**src/rtl/mc_pkg.sv**
```systemverilog
// Shared types and constants for the multi-cycle MIPS main control unit.
package mc_pkg;

  typedef enum logic [3:0] {
    StFetch   = 4'd0,
    StDecode  = 4'd1,
    StMemAddr = 4'd2,
    StMemRd   = 4'd3,
    StMemWb   = 4'd4,
    StMemWr   = 4'd5,
    StRExec   = 4'd6,
    StRWb     = 4'd7,
    StIExec   = 4'd8,
    StIWb     = 4'd9,
    StBranch  = 4'd10,
    StJump    = 4'd11
  } state_e;

  localparam logic [5:0] OpRtype = 6'h00;
  localparam logic [5:0] OpLw    = 6'h23;
  localparam logic [5:0] OpSw    = 6'h2B;
  localparam logic [5:0] OpBeq   = 6'h04;
  localparam logic [5:0] OpJ     = 6'h02;
  localparam logic [5:0] OpAddi  = 6'h08;

  localparam logic [1:0] AluOpAdd   = 2'b00;
  localparam logic [1:0] AluOpSub   = 2'b01;
  localparam logic [1:0] AluOpFunct = 2'b10;

  localparam logic [1:0] AluBReg      = 2'b00;
  localparam logic [1:0] AluBFour     = 2'b01;
  localparam logic [1:0] AluBImm      = 2'b10;
  localparam logic [1:0] AluBImmShift = 2'b11;

  localparam logic [1:0] PcSrcAlu    = 2'b00;
  localparam logic [1:0] PcSrcAluOut = 2'b01;
  localparam logic [1:0] PcSrcJump   = 2'b10;

  typedef struct packed {
    logic       pc_write;
    logic       pc_write_cond;
    logic       i_or_d;
    logic       mem_read;
    logic       mem_write;
    logic       ir_write;
    logic       mem_to_reg;
    logic       reg_dst;
    logic       reg_write;
    logic       alu_src_a;
    logic [1:0] alu_src_b;
    logic [1:0] alu_op;
    logic [1:0] pc_source;
  } ctrl_t;

endpackage

```
**src/rtl/mc_ctrl_decode.sv**
```systemverilog
// Moore output decode: maps the current controller state to its datapath control word.
module mc_ctrl_decode
  import mc_pkg::*;
(
  input  state_e i_state,
  output ctrl_t  o_ctrl
);

  always_comb begin
    o_ctrl = '0;
    unique case (i_state)
      StFetch: begin
        o_ctrl.mem_read  = 1'b1;
        o_ctrl.ir_write  = 1'b1;
        o_ctrl.alu_src_b = AluBFour;
        o_ctrl.alu_op    = AluOpAdd;
        o_ctrl.pc_source = PcSrcAlu;
        o_ctrl.pc_write  = 1'b1;
      end
      // Branch target is precomputed here while the opcode is decoded.
      StDecode: begin
        o_ctrl.alu_src_b = AluBImmShift;
        o_ctrl.alu_op    = AluOpAdd;
      end
      StMemAddr, StIExec: begin
        o_ctrl.alu_src_a = 1'b1;
        o_ctrl.alu_src_b = AluBImm;
        o_ctrl.alu_op    = AluOpAdd;
      end
      StMemRd: begin
        o_ctrl.mem_read = 1'b1;
        o_ctrl.i_or_d   = 1'b1;
      end
      StMemWb: begin
        o_ctrl.reg_write  = 1'b1;
        o_ctrl.mem_to_reg = 1'b1;
      end
      StMemWr: begin
        o_ctrl.mem_write = 1'b1;
        o_ctrl.i_or_d    = 1'b1;
      end
      StRExec: begin
        o_ctrl.alu_src_a = 1'b1;
        o_ctrl.alu_src_b = AluBReg;
        o_ctrl.alu_op    = AluOpFunct;
      end
      StRWb: begin
        o_ctrl.reg_write = 1'b1;
        o_ctrl.reg_dst   = 1'b1;
      end
      StIWb: begin
        o_ctrl.reg_write = 1'b1;
      end
      StBranch: begin
        o_ctrl.alu_src_a     = 1'b1;
        o_ctrl.alu_src_b     = AluBReg;
        o_ctrl.alu_op        = AluOpSub;
        o_ctrl.pc_write_cond = 1'b1;
        o_ctrl.pc_source     = PcSrcAluOut;
      end
      StJump: begin
        o_ctrl.pc_write  = 1'b1;
        o_ctrl.pc_source = PcSrcJump;
      end
      default: o_ctrl = '0;
    endcase
  end

endmodule

```
**src/rtl/mc_controller.sv**
```systemverilog
// Multi-cycle MIPS main control FSM: state register, opcode-driven sequencing and
// the registered illegal-opcode pulse.
module mc_controller
  import mc_pkg::*;
(
  input  logic       clk,
  input  logic       rst,
  input  logic [5:0] opcode,
  output logic       pc_write,
  output logic       pc_write_cond,
  output logic       i_or_d,
  output logic       mem_read,
  output logic       mem_write,
  output logic       ir_write,
  output logic       mem_to_reg,
  output logic       reg_dst,
  output logic       reg_write,
  output logic       alu_src_a,
  output logic [1:0] alu_src_b,
  output logic [1:0] alu_op,
  output logic [1:0] pc_source,
  output logic       illegal_op
);

  state_e r_state;
  state_e w_state_next;
  logic   r_illegal_op;
  logic   w_illegal_next;
  ctrl_t  w_ctrl;

  always_ff @(posedge clk or posedge rst) begin
    if (rst) begin
      r_state      <= StFetch;
      r_illegal_op <= 1'b0;
    end else begin
      r_state      <= w_state_next;
      r_illegal_op <= w_illegal_next;
    end
  end

  always_comb begin
    w_state_next   = StFetch;
    w_illegal_next = 1'b0;
    unique case (r_state)
      StFetch: w_state_next = StDecode;
      // Any opcode not matched, including X/Z, falls to default and is flagged.
      StDecode: begin
        case (opcode)
          OpLw, OpSw: w_state_next = StMemAddr;
          OpRtype:    w_state_next = StRExec;
          OpAddi:     w_state_next = StIExec;
          OpBeq:      w_state_next = StBranch;
          OpJ:        w_state_next = StJump;
          default: begin
            w_state_next   = StFetch;
            w_illegal_next = 1'b1;
          end
        endcase
      end
      StMemAddr: w_state_next = (opcode == OpLw) ? StMemRd : StMemWr;
      StMemRd:   w_state_next = StMemWb;
      StRExec:   w_state_next = StRWb;
      StIExec:   w_state_next = StIWb;
      StMemWb, StMemWr, StRWb, StIWb, StBranch, StJump: w_state_next = StFetch;
      default:   w_state_next = StFetch;
    endcase
  end

  mc_ctrl_decode u_ctrl_decode (
    .i_state (r_state),
    .o_ctrl  (w_ctrl)
  );

  assign pc_write      = w_ctrl.pc_write;
  assign pc_write_cond = w_ctrl.pc_write_cond;
  assign i_or_d        = w_ctrl.i_or_d;
  assign mem_read      = w_ctrl.mem_read;
  assign mem_write     = w_ctrl.mem_write;
  assign ir_write      = w_ctrl.ir_write;
  assign mem_to_reg    = w_ctrl.mem_to_reg;
  assign reg_dst       = w_ctrl.reg_dst;
  assign reg_write     = w_ctrl.reg_write;
  assign alu_src_a     = w_ctrl.alu_src_a;
  assign alu_src_b     = w_ctrl.alu_src_b;
  assign alu_op        = w_ctrl.alu_op;
  assign pc_source     = w_ctrl.pc_source;
  assign illegal_op    = r_illegal_op;

endmodule

```
**config.mk**
```make
export PLATFORM = sky130hd
export DESIGN_NAME = mc_controller
export DESIGN_NICKNAME = d
export VERILOG_FILES = /design/src/rtl/mc_pkg.sv /design/src/rtl/mc_ctrl_decode.sv /design/src/rtl/mc_controller.sv
export SDC_FILE = /design/constraint.sdc
export NUM_CORES = 1
export LEC_CHECK = 0
export CAP_MARGIN = 20
export CORE_AREA = 8 8 45 47
export CTS_CLUSTER_SIZE = 40
export DETAILED_ROUTE_END_ITERATION = 12
export DIE_AREA = 0 0 53 55
export GPL_TIMING_DRIVEN = 0
export PLACE_DENSITY = 0.87
export SLEW_MARGIN = 20
export SYNTH_ARGS = -nofsm -noshare
export SYNTH_HDL_FRONTEND = slang
export SYNTH_SLANG_ARGS = --single-unit
```
**constraint.sdc**
```tcl
create_clock -name clk -period 3.49 [get_ports clk]
set_clock_uncertainty 0.2 [all_clocks]
set_input_delay 0.349 -clock clk [delete_from_list [all_inputs] [get_ports clk]]
set_output_delay 0.349 -clock clk [all_outputs]
set_load 0.03 [all_outputs]
```
* Word level (Yosys, flattened, before mapping) *
Index checks and enable logic that the tools add are counted.

storage, ports and cells
  logic and storage cells = 45
  output and inout port bits = 17
  register bits = 5

cells by class
  equality and inequality tests = 16
  mux-type cells = 17
  reductions and logical operators = 10

operators with widths
  kind                                                              count
  4-bit case mux with 5 select lines                                2
  4-bit case mux with 6 select lines                                1
  4-bit by 3-bit == test with 1-bit output (second input constant)  4
  4-bit == test (second input constant)                             4
  6-bit == test (second input constant)                             2
  1-bit 2-to-1 mux                                                  12
  2-bit OR reduction                                                5
  4-bit by 2-bit == test with 1-bit output (second input constant)  2
  6-bit by 2-bit == test with 1-bit output (second input constant)  1
  6-bit by 3-bit == test with 1-bit output (second input constant)  1
  6-bit by 4-bit == test with 1-bit output (second input constant)  1
  6-bit logical NOT                                                 1
  6-bit OR reduction                                                1
  4-bit by 1-bit == test with 1-bit output (second input constant)  1
  4-bit logical NOT                                                 1
  2-bit case mux with 2 select lines                                1
  4-bit OR reduction                                                1
  3-bit 2-to-1 mux                                                  1
  3-bit OR reduction                                                1

* Logic depth before layout (Yosys ltp) *
Gate-level depths: netlist of run 1.

  word-level depth = 4
  gate-level depth with buffers = 4
  gate-level depth less buffers = 3

* By module *
From an unflattened synthesis of run 1, not the netlist that was laid out.

second synthesis, totals
  cells, all modules = 71
  area total of the unflattened synthesis = 556.8 um^2

modules (own cells, without submodules)
  module          instances  area each (um^2)  cells an instance
  mc_controller   1          351.6             38
  mc_ctrl_decode  1          205.2             33

* Least setup slack after synthesis of run 1 *
OpenSTA, ideal clock, no wires.

  kind = register to output
  start = reg r_state[0]
  end = out reg_write
  data required time = 2.941 ns
  path slack = 1.449 ns
  data arrival time = 1.492 ns
  stages on the path, launching flop included = 4
  buffers on the path = 0
  cells stage by stage = dfrtp_1 or2_2 nor2_1 a21o_1

on the way
  cells in the longest elaborated chain, start to end = 3
  elaborated cells on any way between the ends = 5
  classes of those cells = eq/ne (3); mux (1); reduce/logical (1)

ends and longest elaborated chain
  element                                                                           line                  text
  start: declaration                                                                mc_controller.sv:25   state_e r_state;
  start signal: assignment                                                          mc_controller.sv:33   r_state <= StFetch;
  start signal: assignment                                                          mc_controller.sv:36   r_state <= w_state_next;
  4-bit by 3-bit == test with 1-bit output / 4-bit == test (equally long branches)  mc_ctrl_decode.sv:11  unique case (i_state)
  3-bit OR reduction (no source line) *                                             -
  1-bit 2-to-1 mux *                                                                mc_ctrl_decode.sv:11
  end: declaration                                                                  mc_controller.sv:17   output logic reg_write,

Every way passes the cells marked *; elsewhere a longest branch is shown, timed or not.

* Worst setup path after layout of run 1 *
  start = reg r_state[0]
  end = out mem_read

on the way
  cells in the longest elaborated chain, start to end = 3
  elaborated cells on any way between the ends = 4
  classes of those cells = eq/ne (1); mux (1); reduce/logical (2)

ends and longest elaborated chain
  element                                                                               line                  text
  4-bit by 2-bit == test with 1-bit output / 4-bit logical NOT (equally long branches)  mc_ctrl_decode.sv:11
  2-bit OR reduction (no source line) *                                                 -
  1-bit 2-to-1 mux *                                                                    mc_ctrl_decode.sv:11
  end: declaration                                                                      mc_controller.sv:12   output logic mem_read,

Marked as above.

==> results.rst, run 1 <==
.. list-table::
   :header-rows: 1

   * - Metric
     - Value
   * - CTS max path bufs
     - 2
   * - Proportion of power drawn by combinational gates
     - between 60 and 70%
   * - Vias after detailed routing
     - roughly 600
   * - Number of global-route vias before repair
     - about 580
   * - Number of cells upsized or downsized after cts
     - 0
   * - Share of power burned in registers
     - 18.5%
   * - Critical path data arrival time
     - slightly above 2 ns
   * - Status
     - finished, final reports clean
   * - Total congestion overflow after global routing
     - 0
   * - Mean number of vias per cell
     - approximately 5.3
   * - Worst min path class
     - in2async
   * - Switching fraction of total power
     - between 40% and 50%
   * - Layout overhead on the synthesized area
     - 56.1%
   * - Top cells by area in the synthesized netlist
     - dfrtp_1 (25%), nor2_1 (10%), xor2_1 (5.1%), o21ai_0 (4.9%), nand2b_1 (3.7%)
   * - Max capacitance violation total
     - 0
   * - Net switching power figure
     - 0.228 mW
   * - Startpoint-to-endpoint class of the critical path
     - reg2out
   * - Instance count of the mapped netlist
     - between 60 and 70
   * - Number of warnings printed during yosys synthesis
     - 0
   * - Count of final setup violators
     - 0
   * - Number of cells in the finished layout apart from fillers
     - between 100 and 150
   * - CTS clk-pin slew, worst paths
     - about 0.050 ns
   * - Total number of placement rows
     - 14
   * - Fin crit share
     - between 70% and 80%
   * - Worst-case vdd ir drop
     - between 0.2 and 0.25 mV
   * - Initial antenna violation count
     - 0
   * - Total power of the final layout
     - 0.480 mW
   * - Kind of capture point of the worst setup path
     - output pin
   * - Share of the yosys chip area belonging to registers
     - between 20% and 30%
   * - I/O pin total
     - 25
   * - Required @ worst endpoint
     - roughly 2.9 ns
   * - Worst skew pair latency
     - around 0.24 ns
   * - Power per unit of standard cell area
     - ~600 mW/mm^2
   * - Sequential Area
     - ~130 sq um
   * - Leakage power summed over all cells
     - approximately 0.32 nW
   * - Sinks on the clock net
     - 5
   * - Fin Setup TNS
     - 0 ns
   * - WHS
     - 0.0955 ns
   * - Measured slew at the worst slew-check pin
     - between 0.4 and 0.5 ns
   * - Post-Route Utilization
     - 57.6%
   * - Average detailed-routed wire length per instance
     - 12.8 um
   * - Highest clock frequency the design can meet
     - approximately 0.39 GHz
   * - Area inside the core boundary
     - between 0.001 and 0.0015 sq mm
   * - Clock tree from TritonCTS
     - done
   * - Syn Area/Cell
     - ~7.4 sq um
   * - Setup repair after global routing missed its margin
     - no
   * - Leading cell types by count after synthesis
     - nor2_1 (14), dfrtp_1 (5), o21ai_0 (5)
   * - Detailed Route Iter0 Violations
     - 23
   * - Count of antenna-violating nets left after detailed routing
     - 0
   * - Startpoint type of the worst setup path
     - flop
   * - Final critical delay including setup and external delays
     - between 2 and 3 ns
   * - Cts bufs inserted
     - 3
   * - Fraction of final layout cells sized beyond drive strength 1
     - about a tenth
   * - Total wirelength of the detailed-routed design
     - 1.45 mm
   * - Multi-input combinational cell area
     - 352 sq um
   * - DRC errors left
     - 0
   * - Starting density of the core
     - 36.9%
   * - Remaining max-slew budget at the tightest pin
     - 72.4%
   * - Clock tree root buffer cell
     - clkbuf_4
   * - Share of Yosys cell area claimed by the top area cell type
     - 24.5%
   * - Pin count of the biggest net entering global routing
     - 11
   * - Number of enable flip-flop cells after synthesis
     - 0
   * - Final HPWL DP
     - 1.14 mm
   * - Die footprint
     - 0.00292 sq mm
   * - Global routing usage summed across all routing layers
     - ~11%
   * - FF+latch count, synth
     - 5
   * - Placed cell count
     - 109
   * - Most frequent cell after synthesis
     - nor2_1
   * - Width of the chip
     - around 53 um
   * - Internal cell power
     - ~0.25 mW
   * - First-pass GRT wire length
     - approximately 2.4 mm
   * - Critical path peak fanout
     - 10
   * - Most frequently used flop master after synthesis
     - dfrtp_1
   * - Pins Over Slew Limit
     - 0
   * - Inserted Diodes
     - 0
   * - Post-synthesis instance area
     - 510 sq um
   * - Most area-hungry cell type in the Yosys netlist
     - dfrtp_1
   * - Number of inserted filler cells in the final layout
     - 150
   * - Synth async-reset ratio
     - 100%
   * - Final Hold Violating Endpoints
     - 0
   * - Number of iterations in the first detailed-routing pass
     - 4
   * - Number of library cell types mapped by synthesis
     - 32
   * - Cts hold-fix bufs
     - 0
   * - Number of nets in the layout
     - about 110
   * - Die H
     - 55 um
   * - # Post-CTS Setup Buffers
     - 0
   * - Number of buffer cells added on primary ports
     - 24
   * - Gpl congestion
     - about 0.89
   * - Net count after synthesis
     - 77
   * - Clk network pwr share
     - between 10% and 20%
   * - Clock H-tree levels
     - 1
[final timing paths]
kind                       slack (ns)  cells past startpoint        from          to
min in group clk                 0.48                      2  r_state[2]  r_state[2]
setup / recovery                 0.90                      4  r_state[0]    mem_read
max in group asynchronous        2.82                      2         rst  r_state[2]
setup reg to reg                 1.93                      4  r_state[3]  r_state[2]
hold reg to reg                  0.48                      2  r_state[2]  r_state[2]
hold / removal                    0.1                      2         rst  illegal_op
[cells by family (layout without fill, tap and decap cells)]
kind of cell	count (synthesis)	count (layout)	share of synthesized area [%]
AOI/OAI and AO/OA	16	16	21.6
xor gates and xnor gates	4	4	6.86
buffers and inverters	7	35	6.62
DFF	5	5	24.5
muxes	1	1	1.96
and+or+nand+nor	36	36	38.5
[sequential cells by signal, summed over array words and instances (netlist names)]
name        count
illegal_op      1
r_state         4
[final cells by class]
| class | count | area share (%) |
|---|---|---|
| flip-flops and latches | 5 | 15.7 |
| multi-input cells | 57 | 44.1 |
| well taps | 16 | 2.51 |
| repair buffers | 24 | 30.1 |
| clock buffers | 4 | 3.30 |
| inverters | 2 | 0.942 |
| plain buffers | 5 | 3.30 |
[layout by cell type (no fill, tap or decap), types with 3 or more instances in the layout]
cell	count
xor2_1	3
o21ai_0	5
dfrtp_1	5
a21oi_1	3
buf_2	3
nand2b_1	3
clkdlybuf4s50_1	24
nor2_1	14
clkbuf_4	3
[layer usage]
metal	track usage, %	vias up	share of wire (%)
met3	2.94	0	7.5
met4	5.17	0	0
met1	11.9	270	45
li1	-	305	-
met5	0	-	0
met2	18.9	21	48
[power groups by stage]
stage	Combinational [mW]	Sequential (mW)	Clock [mW]
after floorplan	0.191	0.0966	0
after global placement	0.320	0.0877	0
after detailed placement	0.326	0.0889	0
after CTS	0.326	0.0882	0.0701
after global routing	0.345	0.0912	0.0749
final	0.324	0.0886	0.0671
[worst max-delay path: stages (launching register included)]
cell and delay [ns]:
dfrtp_1 0.44, clkbuf_1 0.32, nand2_1 0.14, a21oi_1 0.20
clkdlybuf4s50_1 0.70
[stage by stage]
step / setup WS, ns / instance area, sq um
after detailed placement: 1.18 / 771
after CTS: 0.911 / 797
after global routing: 0.809 / 797
after floorplan: 1.45 / 510
after global placement: 1.22 / 771
final: 0.901 / 797
(Power assumes the default switching activity.)
==> inputs of run 2 (changes only) <==
Settings changed: CORE_AREA 8 8 45 47 to default, CORE_MARGIN from default to 8, CORE_UTILIZATION from default to 38, DIE_AREA 0 0 53 55 to default, PLACE_DENSITY 0.87 to 0.86.
Clock period 3.49 ns to 2.5 ns, I/O delays scaled along.
==> run 2 against run 1 <==
  * Setup slack worse by 0.81 ns
  * Via count rose by 0.50%
  * Cell area up 1.6%
  * Sequential cell count unchanged
  * Register-to-register slack worse by 1.0 ns
  * Sequential share of layout area decreased by 0.24 points
  * Sequential power rose by 39%
  * Final cell count down 0.88%
  * Critical path depth did not move
  * Non-clock buffer count unchanged
==> results.rst, run 2 (synthesized netlist as in run 1, its figures left out) <==
.. list-table::
   :header-rows: 1

   * - Metric
     - Value
   * - Inserted Diodes
     - 0
   * - Sequential Area
     - 125 sq um
   * - Placed standard-cell area
     - a little under 800 sq um
   * - DRC errors left
     - 0
   * - Sinks on the clock net
     - 5
   * - Clock H-tree levels
     - 1
   * - Fraction of final layout cells sized beyond drive strength 1
     - between 10 and 15%
   * - Average detailed-routed wire length per instance
     - roughly 13 um
   * - Total number of placement rows
     - 13
   * - Post-Route Utilization
     - around 63%
   * - Flip-flop count of the largest register after layout
     - 4
   * - Pin count of the biggest net entering global routing
     - 11
   * - Measured slew at the worst slew-check pin
     - between 0.4 and 0.5 ns
   * - Width of the chip
     - 52.7 um
   * - Number of iterations in the first detailed-routing pass
     - 4
   * - Leakage power summed over all cells
     - between 0.3 and 0.4 nW
   * - Final Hold Violating Endpoints
     - 0
   * - Worst-case vdd ir drop
     - about 0.44 mV
   * - Clock tree from TritonCTS
     - done
   * - Multi-input combinational cell area
     - 352 sq um
   * - Proportion of power drawn by combinational gates
     - 67.6%
   * - Critical path buffers and inverters
     - 2
   * - # Post-CTS Setup Buffers
     - 0
   * - Critical path data arrival time
     - approximately 2 ns
   * - Number of buffer cells added on primary ports
     - 24
   * - Commonest non-fill, non-tap cells in the layout
     - clkdlybuf4s50_1 (19), nor2_1 (14), o21ai_0 (5), dfrtp_1 (5), dlymetal6s2s_1 (5)
   * - Vias after detailed routing
     - approximately 600
   * - Mean number of vias per cell
     - around 5.3
   * - Gpl congestion
     - roughly 0.86
   * - Global routing usage summed across all routing layers
     - around 11%
   * - Delay of the slowest cell on the worst path
     - about 0.73 ns
   * - Final critical delay including setup and external delays
     - 2.41 ns
   * - Detailed Route Iter0 Violations
     - 8
   * - I/O pin total
     - 25
   * - WHS
     - 0.000818 ns
   * - Switching fraction of total power
     - 47.1%
   * - Share of power burned in registers
     - between 10% and 20%
   * - First-pass GRT wire length
     - roughly 2.4 mm
   * - Fin crit share
     - 96.6%
   * - Power per unit of standard cell area
     - approximately 820 mW/mm^2
   * - Total wirelength of the detailed-routed design
     - ~1.4 mm
   * - Area inside the core boundary
     - 0.00128 sq mm
   * - Internal cell power
     - roughly 0.35 mW
   * - Number of inserted filler cells in the final layout
     - 120
   * - Required @ worst endpoint
     - about 2.1 ns
   * - Count of antenna-violating nets left after detailed routing
     - 0
   * - Critical path peak fanout
     - 10
   * - Highest clock frequency the design can meet
     - a little over 0.4 GHz
   * - Cell breakdown of the critical path
     - buf_2 > nor2_1 > a211oi_1 > clkdlybuf4s50_1
   * - Most common library cell in the layout ignoring fill and taps
     - clkdlybuf4s50_1
   * - Startpoint-to-endpoint class of the critical path
     - reg2out
   * - Status
     - finished, final reports clean
   * - Starting density of the core
     - about two fifths
   * - Worst skew pair latency
     - 0.24 ns
   * - Kind of capture point of the worst setup path
     - output pin
   * - Die footprint
     - approximately 0.0028 sq mm
   * - Pins Over Slew Limit
     - 0
   * - CTS max path bufs
     - 2
   * - Layout overhead on the synthesized area
     - 58.6%
   * - CTS clk-pin slew, worst paths
     - ~0.040 ns
   * - Remaining max-slew budget at the tightest pin
     - 69.3%
   * - Max capacitance violation total
     - 0
   * - Initial antenna violation count
     - 0
   * - Cts bufs inserted
     - 3
   * - Total congestion overflow after global routing
     - 0
   * - Die H
     - ~53 um
   * - Net switching power figure
     - 0.312 mW
   * - Count of final setup violators
     - 0
   * - Register with the most flip-flops
     - r_state
   * - Clk network pwr share
     - 13.8%
   * - Number of global-route vias before repair
     - between 500 and 600
   * - Worst min path class
     - in2async
   * - Final HPWL DP
     - about 1.2 mm
   * - Cell family with the largest share of critical-path delay
     - buffers and inverters
   * - Number of nets in the layout
     - about 110
   * - Final cell area excluding filler cells
     - approximately 810 sq um
   * - Startpoint type of the worst setup path
     - flop
   * - Slowest library cell on the worst path
     - clkdlybuf4s50_1
   * - Clock tree root buffer cell
     - clkbuf_4
## run 2: through the flow
step	setup slack (ns)	instances	setup TNS, ns	total power, mW
floorplan	0.548	69	0	0.402
CTS	0.0237	112	0	0.671
global placement	0.322	108	0	0.570
detailed placement	0.304	108	0	0.577
finish	0.0861	112	0	0.661
global route	-0.0315	112	-0.0315	0.716
## run 2: routing by layer
metal	global-route usage, %	routed length, um	share of wire (%)
met1	13.0	611	43
met2	17.4	716	50
met3	4.55	108	7.5
met4	3.88	0	0
met5	0	0	0
## run 2: repair_timing
item / 4_1_cts / 5_1_grt
setup endpoints to repair: 0 / 9
gates resized for setup: 0 / 7
hold buffers: 0 / 0
## run 2: power groups by stage
stage	sequential, mW	clock, mW	combinational [mW]
2_1_floorplan	0.135	0	0.267
3_3_place_gp	0.122	0	0.448
3_5_place_dp	0.124	0	0.454
4_1_cts	0.123	0.0947	0.454
5_1_grt	0.128	0.107	0.480
6_report	0.123	0.0910	0.447
## run 2: area by class of cell
type / count / share of cell area [%]
buffer: 5 / 3.40
clock buffer: 4 / 3.25
inverter: 2 / 0.927
multi-input combinational: 57 / 43.4
sequential: 5 / 15.5
tap: 15 / 2.32
timing repair buffer: 24 / 31.2
## run 2: final timing paths
check                           start          to  slack, ns  cells after the start
max                        r_state[1]   alu_src_a       0.09                      4
min                               rst  illegal_op     0.0008                      2
max reg2reg                r_state[3]  r_state[2]       0.92                      4
min reg2reg                r_state[2]  r_state[2]       0.45                      2
max in group asynchronous         rst  r_state[0]       1.94                      2
min in group clk           r_state[2]  r_state[2]       0.45                      2
==> inputs of run 3 (changes only) <==
Settings changed: SETUP_SLACK_MARGIN from default to 0.4.
Clock period 2.5 ns to 2.7 ns, I/O delays scaled along.
==> run 3 against run 2 <==
  * Setup slack gained 0.44 ns
  * Core utilization shrank 1.6 points
  * Critical path depth shrank 1
  * Wire length shrank 1.9%
  * Largest cell class unchanged
==> results.rst, run 3 (synthesized netlist as in run 1, its figures left out) <==
.. list-table::
   :header-rows: 1

   * - Metric
     - Value
   * - Status
     - finished, final reports clean
   * - I/O pin total
     - 25
   * - Worst min path class
     - in2async
   * - Setup repair after global routing missed its margin
     - no
   * - Reg2Reg Depth
     - 4
   * - Number of nets in the layout
     - 106
   * - Initial antenna violation count
     - 0
   * - Pins Over Slew Limit
     - 0
   * - Delay of the slowest cell on the worst path
     - ~0.47 ns
   * - Cts bufs inserted
     - 3
   * - Starting density of the core
     - 39.7%
   * - CTS max path bufs
     - 2
   * - Fin crit share
     - roughly four fifths
   * - Final Hold Violating Endpoints
     - 0
   * - Area inside the core boundary
     - between 0.001 and 0.0015 sq mm
   * - Critical register-to-register path endpoint
     - r_state[2]
   * - Most common library cell in the layout ignoring fill and taps
     - nor2_1
   * - # Post-CTS Setup Buffers
     - 0
   * - Number of iterations in the first detailed-routing pass
     - 4
   * - Total wirelength of the detailed-routed design
     - 1.41 mm
   * - CTS clk-pin slew, worst paths
     - roughly 0.040 ns
   * - R2R Setup Slk
     - ~1.1 ns
   * - Vias after detailed routing
     - 590
   * - Average detailed-routed wire length per instance
     - 12.6 um
   * - Sinks on the clock net
     - 5
   * - Internal cell power
     - 0.297 mW
   * - Clock H-tree levels
     - 1
   * - Mean number of vias per cell
     - ~5.3
   * - Leakage power summed over all cells
     - 0.411 nW
   * - Worst skew pair latency
     - ~0.24 ns
   * - Origin of the critical flop-to-flop path
     - r_state[3]
   * - Commonest non-fill, non-tap cells in the layout
     - nor2_1 (14), dlygate4sd2_1 (12), clkdlybuf4s50_1 (8), o21ai_0 (5), dfrtp_1 (5)
   * - Worst-case vdd ir drop
     - about 0.41 mV
   * - Clk network pwr share
     - 14.4%
   * - Pin count of the biggest net entering global routing
     - 11
   * - Count of final setup violators
     - 0
   * - Switching fraction of total power
     - around half
   * - Number of global-route vias before repair
     - between 500 and 600
   * - Total congestion overflow after global routing
     - 0
   * - Startpoint type of the worst setup path
     - flop
   * - Remaining max-slew budget at the tightest pin
     - 69.1%
   * - Share of power burned in registers
     - between 10% and 20%
   * - DRC errors left
     - 0
   * - Cell breakdown of the critical path
     - buf_2 > nor3_1 > dlygate4sd2_1
   * - First-pass GRT wire length
     - roughly 2.4 mm
   * - Die footprint
     - around 0.0028 sq mm
   * - Count of antenna-violating nets left after detailed routing
     - 0
   * - WHS
     - around 0.021 ns
   * - Flip-flop count of the largest register after layout
     - 4
   * - Gpl congestion
     - 0.862
   * - Critical path data arrival time
     - 1.71 ns
   * - Detailed Route Iter0 Violations
     - 7
   * - Slowest library cell on the worst path
     - dlygate4sd2_1
   * - Width of the chip
     - around 53 um
   * - Max capacitance violation total
     - 0
   * - Inserted Diodes
     - 0
   * - Kind of capture point of the worst setup path
     - output pin
   * - Net switching power figure
     - between 0.2 and 0.3 mW
   * - Fin Setup TNS
     - 0 ns
   * - Measured slew at the worst slew-check pin
     - between 0.4 and 0.5 ns
   * - Required @ worst endpoint
     - ~2.2 ns
   * - Critical path peak fanout
     - 10
   * - Global routing usage summed across all routing layers
     - between 10 and 15%
   * - Number of buffer cells added on primary ports
     - 24
   * - Final HPWL DP
     - about 1.2 mm
   * - Startpoint-to-endpoint class of the critical path
     - reg2out
   * - Die H
     - between 50 and 60 um
   * - Power per unit of standard cell area
     - ~740 mW/mm^2
   * - Highest clock frequency the design can meet
     - 0.460 GHz
   * - Final critical delay including setup and external delays
     - 2.18 ns
   * - Register with the most flip-flops
     - r_state
   * - Total number of placement rows
     - 13
   * - Clock tree root buffer cell
     - clkbuf_4
   * - Proportion of power drawn by combinational gates
     - 66.0%
   * - Fraction of final layout cells sized beyond drive strength 1
     - between 10 and 15%
   * - Clock tree from TritonCTS
     - done
   * - Layout overhead on the synthesized area
     - 54.7%
[run 3: worst max-delay path: cells and delay by family (launching register included)]
family,cells,cell delay [ns]
buf+inv,2,0.66
flops,1,0.39
simple gates,1,0.42
[run 3: per-layer routing]
metal  up-vias  track usage [%]  wire (um)
met5         -                0          0
met4         0             3.88          0
met3         0             4.55        128
met2        20             17.4        687
met1       265             13.0        593
li1        305                -          -
[run 3: area by class of cell]
type / count / area, sq um
fillers: 130 / 495
multi-input cells: 57 / 352
repair buffers: 24 / 233
flip-flops and latches: 5 / 125
plain buffers: 5 / 27.5
clock buffers: 4 / 26.3
well taps: 15 / 18.8
inverters: 2 / 7.51
[run 3: power by group through the flow]
stage	registers, mW	logic (mW)	clock network (mW)
after floorplan	0.125	0.247	0
after global placement	0.113	0.414	0
after detailed placement	0.115	0.420	0
after CTS	0.114	0.391	0.0876
after global routing	0.119	0.417	0.0991
final	0.114	0.386	0.0843
[run 3: worst max path at each step]
stage,startpoint,slack (ns),endpoint
2_1_floorplan,r_state[0],0.74,reg_write
3_3_place_gp,r_state[2],0.50,reg_write
3_5_place_dp,r_state[3],0.48,alu_src_b[0]
4_1_cts,r_state[0],0.40,ir_write
5_1_grt,r_state[1],0.40,alu_src_b[1]
6_report,r_state[3],0.52,alu_src_b[0]
[run 3: timing repair]
action,in CTS,in global routing
endpoints found under the setup margin,14,4
gates resized for setup,14,4
hold buffers,0,0
[run 3: metrics by stage]
stage	util, %	setup slack [ns]	cell area [sq um]	instances	power, mW
6_report	61.4	0.524	790	112	0.584
5_1_grt	61.4	0.404	790	112	0.635
4_1_cts	60.8	0.401	781	112	0.592
3_5_place_dp	59.9	0.484	769	108	0.535
3_3_place_gp	59.9	0.502	769	108	0.528
2_1_floorplan	-	0.738	510	69	0.372
